<file path="src/rtl/time_entry_accumulator_pkg.sv">
// time_entry_accumulator_pkg: shared entry states, BCD limits and MM:SS word layout
package time_entry_accumulator_pkg;
    typedef enum logic [1:0] {EMPTY, ENTRY, DONE} state_t;
    localparam logic [2:0] NUM_DIGITS = 3'd4;
    localparam logic [3:0] BCD_MAX = 4'd9;
    localparam int MIN_TEN_LSB = 12;
    localparam int MIN_ONE_LSB = 8;
    localparam int SEC_TEN_LSB = 4;
    localparam int SEC_ONE_LSB = 0;
    function automatic logic [3:0] sec_ten(input logic [15:0] w);
        return w[SEC_TEN_LSB +: 4];
    endfunction
    function automatic logic [15:0] shift_in(input logic [15:0] w, input logic [3:0] d);
        return {w[MIN_ONE_LSB +: 4], w[SEC_TEN_LSB +: 4], w[SEC_ONE_LSB +: 4], d};
    endfunction
    function automatic logic [15:0] shift_out(input logic [15:0] w);
        return {4'h0, w[MIN_TEN_LSB +: 4], w[MIN_ONE_LSB +: 4], w[SEC_TEN_LSB +: 4]};
    endfunction
endpackage

</file>
<file path="src/rtl/time_entry_accumulator.sv">
// time_entry_accumulator: keypad digit entry to committed MM:SS BCD countdown start value
// Ports: clock/reset_n (async active-low); digit_valid+digit, backspace, clear, enter strobes in;
// time_count (MM:SS BCD), accum_done (commit held), digit_count (0-4), entry_error (reject pulse) out.
module time_entry_accumulator
    import time_entry_accumulator_pkg::*;
#(
    parameter int MAX_SEC_TEN = 5,
    parameter bit ALLOW_ZERO  = 1'b1
) (
    input  logic        clock,
    input  logic        reset_n,
    input  logic        digit_valid,
    input  logic [3:0]  digit,
    input  logic        backspace,
    input  logic        clear,
    input  logic        enter,
    output logic [15:0] time_count,
    output logic        accum_done,
    output logic [2:0]  digit_count,
    output logic        entry_error
);
    state_t      state, state_next;
    logic [15:0] time_next;
    logic [2:0]  count_next;
    logic        error_next;
    logic        digit_ok, legal;

    assign digit_ok = digit <= BCD_MAX;
    assign legal    = (sec_ten(time_count) <= 4'(MAX_SEC_TEN)) && (ALLOW_ZERO || time_count != 16'h0000);

    always_ff @(posedge clock or negedge reset_n) begin
        if (!reset_n) begin
            state       <= EMPTY;
            time_count  <= 16'h0000;
            digit_count <= 3'd0;
            accum_done  <= 1'b0;
            entry_error <= 1'b0;
        end else begin
            state       <= state_next;
            time_count  <= time_next;
            digit_count <= count_next;
            accum_done  <= state_next == DONE;
            entry_error <= error_next;
        end
    end

    // A commit of 00:00 from EMPTY leaves DONE holding zero digits, so
    // backspace out of DONE lands in EMPTY when there is nothing to edit.
    always_comb begin
        state_next = state;
        if (clear)
            state_next = EMPTY;
        else if (enter)
            state_next = (state != DONE && legal) ? DONE : state;
        else if (backspace)
            state_next = (state == EMPTY) ? EMPTY
                       : (state == DONE) ? (digit_count == 3'd0 ? EMPTY : ENTRY)
                       : (digit_count == 3'd1 ? EMPTY : ENTRY);
        else if (digit_valid && digit_ok)
            state_next = ENTRY;
    end

    always_comb begin
        time_next  = time_count;
        count_next = digit_count;
        error_next = 1'b0;
        if (clear) begin
            time_next  = 16'h0000;
            count_next = 3'd0;
        end else if (enter) begin
            error_next = state != DONE && !legal;
        end else if (backspace) begin
            time_next  = (state == ENTRY) ? shift_out(time_count) : time_count;
            count_next = (state == ENTRY) ? digit_count - 3'd1 : digit_count;
            error_next = state == EMPTY;
        end else if (digit_valid) begin
            if (!digit_ok)
                error_next = 1'b1;
            else if (state != ENTRY) begin
                time_next  = {12'h000, digit};
                count_next = 3'd1;
            end else if (digit_count == NUM_DIGITS)
                error_next = 1'b1;
            else begin
                time_next  = shift_in(time_count, digit);
                count_next = digit_count + 3'd1;
            end
        end
    end
endmodule
</file>
<file path="config.mk">
export PLATFORM = sky130hd
export DESIGN_NAME = time_entry_accumulator
export DESIGN_NICKNAME = d
export VERILOG_FILES = /design/src/rtl/time_entry_accumulator_pkg.sv /design/src/rtl/time_entry_accumulator.sv
export SDC_FILE = /design/constraint.sdc
export NUM_CORES = 1
export LEC_CHECK = 0
export BUFFER_PORTS_ARGS = -buffer_cell sky130_fd_sc_hd__buf_2
export CORE_MARGIN = 1
export CORE_UTILIZATION = 58
export CTS_CLUSTER_SIZE = 28
export DETAILED_ROUTE_END_ITERATION = 10
export PLACE_DENSITY_LB_ADDON = 0.05
export SYNTH_ARGS = -nofsm -noshare
export SYNTH_HDL_FRONTEND = slang
export SYNTH_SLANG_ARGS = --single-unit
</file>
<file path="constraint.sdc">
create_clock -name clock -period 3.89 [get_ports clock]
set_input_delay 0.778 -clock clock [delete_from_list [all_inputs] [get_ports clock]]
set_output_delay 0.778 -clock clock [all_outputs]
set_load 0.005 [all_outputs]
</file>
==> flow_summary.ini <==
[cts]
clkSinkCount = 23
numCtsBuffers = 3
clk_latency_ps = 330
clk_pin_slew_ps = 130
clockBufferDepth = 2
cts_hold_buf = 0
root_buffer = clkbuf_4
cts_setup_buffers = 0
h-tree-depth = 1
cts-resized-gates = 0
cts_tree = built

[timing]
slew_headroom_pct = 43.6
worst_hold_slack_ps = 391
hold_viol = 0
tns_ps = 0
setup-violations-final = 0
fin_crit_sh_pct = 53.3
fin_ws_ps = 1820
drv_slew = 0
max_freq_mhz = 482
period_minus_slack_ps = 2070
fin_skew_ps = 1.50
tightest_slew_ps = 842
rsz0062_at_grt = false

[global_route]
grtUsageTotal_pct = 26.0
grt_start_max_net_pins = 24
grt_overflow_total = 0
antenna_found_initial = 0
grt_pass1_vias = 1039
grt_pass1_wl_um = 5060

[worst_setup_path]
crit_family = simple AND/OR/NAND/NOR gates
path_depth = 5
worstSetupPathType = in2reg
max_stage_delay_ps = 730
start_kind = input port
reg2reg_depth = 4
crit_buf_inv = 1
cp_slowest_cell = nor3b_2
path_cells = buf_2, nor3b_2, a22oi_1, or3_1, a21oi_2
r2r_slack_ps = 1920
worstPathArrival_ps = 2340
cp.required_ps = 4150
cp-end-kind = register
cp_max_fo = 18

[drt]
drc = 0
drt_wl_total_um = 3090
avgViaCountPerCell = 6.32
wl_per_cell_um = 16.8
num_vias = 1163
dr.pass1.iters = 4
drtIter0Drc = 14
antenna_left = 0

[synthesis]
synth_top_flop_cell = dfrtp_1
synth_cells = 134
postSynthAreaPerCell_um2 = 10.7
synth.cell_area_mm2 = 0.00143
yosys_warnings = 0
synth_edf_count = 0
ys_seq_area_share_pct = 40.3
netlist-cell-type-count = 38
synth-seq-cells = 23
synth_nets = 148
ys_async_sr_fraction_pct = 100

[die]
rows = 17
die_w_um = 51.6
io_pins = 31
die_height_um = 51.6
core_mm2 = 0.00228
fp.dieArea_mm2 = 0.00266
initial_utilization_pct = 62.7

[outcome]
status = complete, no violations

[hold_path]
min_path_type = in2async

[placed_design]
numPlacedInstances = 180
place_ws_ps = 1530
gp_congestion = 0.846
portBuffers = 30
dp_hpwl_um = 2270

[cells_and_area]
seqCellArea_um2 = 576
fillers = 179
nets = 171
drive_gt1_share_pct = 35.3
multiInputGateArea_um2 = 744
syn_to_final_growth_pct = 8.41
diodes = 0
final_cells = 184

[pwr]
irDropWorstVdd_mv = 0.228
power.density_mw_per_mm2 = 296
leakage_nw = 0.696

[run]
maxCapViolCount = 0
==> metrics by stage <==
step | cell area [um^2] | total power, mW | utilization, %
6_report | 1550 | 0.458 | 68.0
5_1_grt | 1550 | 0.476 | 68.0
4_1_cts | 1550 | 0.459 | 68.0
3_5_place_dp | 1520 | 0.347 | 66.8
3_3_place_gp | 1520 | 0.344 | 66.8
2_1_floorplan | 1430 | 0.324 | -
==> metal layers <==
metal	vias to the layer above	routed length [um]	track usage, %
li1	546	-	-
met1	565	1420	37.0
met2	44	1430	38.5
met3	8	168	3.22
met4	0	74	13.1
met5	-	0	0
==> worst register-to-register path, stage by stage, from the launching register on <==
cell and delay, ps:
dfrtp_1 550, nor3b_2 760, a22oi_1 120, or3_1 360, a21oi_2 120
==> registers in the layout (all words and copies together), names as in the netlist <==
| name | flops |
|---|---|
| digit_count | 3 |
| accum_done | 1 |
| entry_error | 1 |
| state | 2 |
| time_count | 16 |
==> final cells by class <==
cell class / count / share of cell area (%)
clock inverter: 1 / 0.323
clock buffer: 3 / 1.46
inverter: 4 / 0.970
timing repair buffer: 30 / 9.70
tap: 28 / 2.26
multi-input combinational: 95 / 48.1
sequential: 23 / 37.2
==> cell usage after synthesis (2+ instances only) <==
cell type / number / share of area, %
a21oi_1: 14 / 4.9
buf_4: 2 / 1.1
inv_1: 4 / 1.1
buf_2: 2 / 0.70
nand3_1: 10 / 3.5
a22oi_1: 2 / 1.1
buf_6: 5 / 3.9
mux2i_1: 6 / 4.2
dfrtp_1: 23 / 40
nand2_1: 7 / 1.8
clkbuf_1: 2 / 0.53
a221oi_1: 5 / 3.1
nor3_2: 4 / 2.8
a211oi_2: 7 / 6.1
a32oi_1: 4 / 2.5
ha_1: 4 / 3.5
nor2_1: 12 / 3.2
==> cell usage in the layout, fill, tap and decap left out <==
master     count
mux2i_1        6
nand2_1        7
and4bb_2       1
clkbuf_4       3
a21oi_2        1
a2111oi_0      1
nand2b_1       1
and3_1         1
nor3_2         4
a21o_1         1
a32oi_1        4
a21oi_1       14
nor3b_4        1
nor2_1        12
a22oi_1        2
ha_1           4
nor3_1         1
buf_2         30
a221oi_1       5
dfrtp_1       23
nand3_1       10
nor3b_2        1
o22ai_1        1
or3_2          1
clkinv_2       1
and4bb_1       1
a31oi_4        1
or3b_1         1
a31o_4         1
inv_1          4
o21ai_1        1
or3_1          1
o21ai_4        1
a211o_2        1
a211oi_2       7
nand4b_4       1
==> cell families after synthesis <==
| family | synth area share [%] |
|---|---|
| compound gates | 24.7 |
| simple gates | 19.7 |
| buf+inv | 7.54 |
| mux | 4.21 |
| fa+ha+maj | 3.51 |
| flops | 40.3 |
==> worst paths after layout <==
kind / startpoint / end
worst min register to register: time_count[14] / time_count[14]
worst max-delay path: backspace / digit_count[2]
min in group clock: time_count[14] / time_count[14]
max in group asynchronous: reset_n / state[0]
worst max register to register: state[0] / digit_count[2]
worst min-delay path: reset_n / digit_count[2]
==> power by group <==
part | internal (mW) | switching (mW)
Clock | 0.0387 | 0.0763
Sequential | 0.248 | 0.0115
Combinational | 0.0334 | 0.0505
Total | 0.320 | 0.138
(Power assumes the default switching activity.)
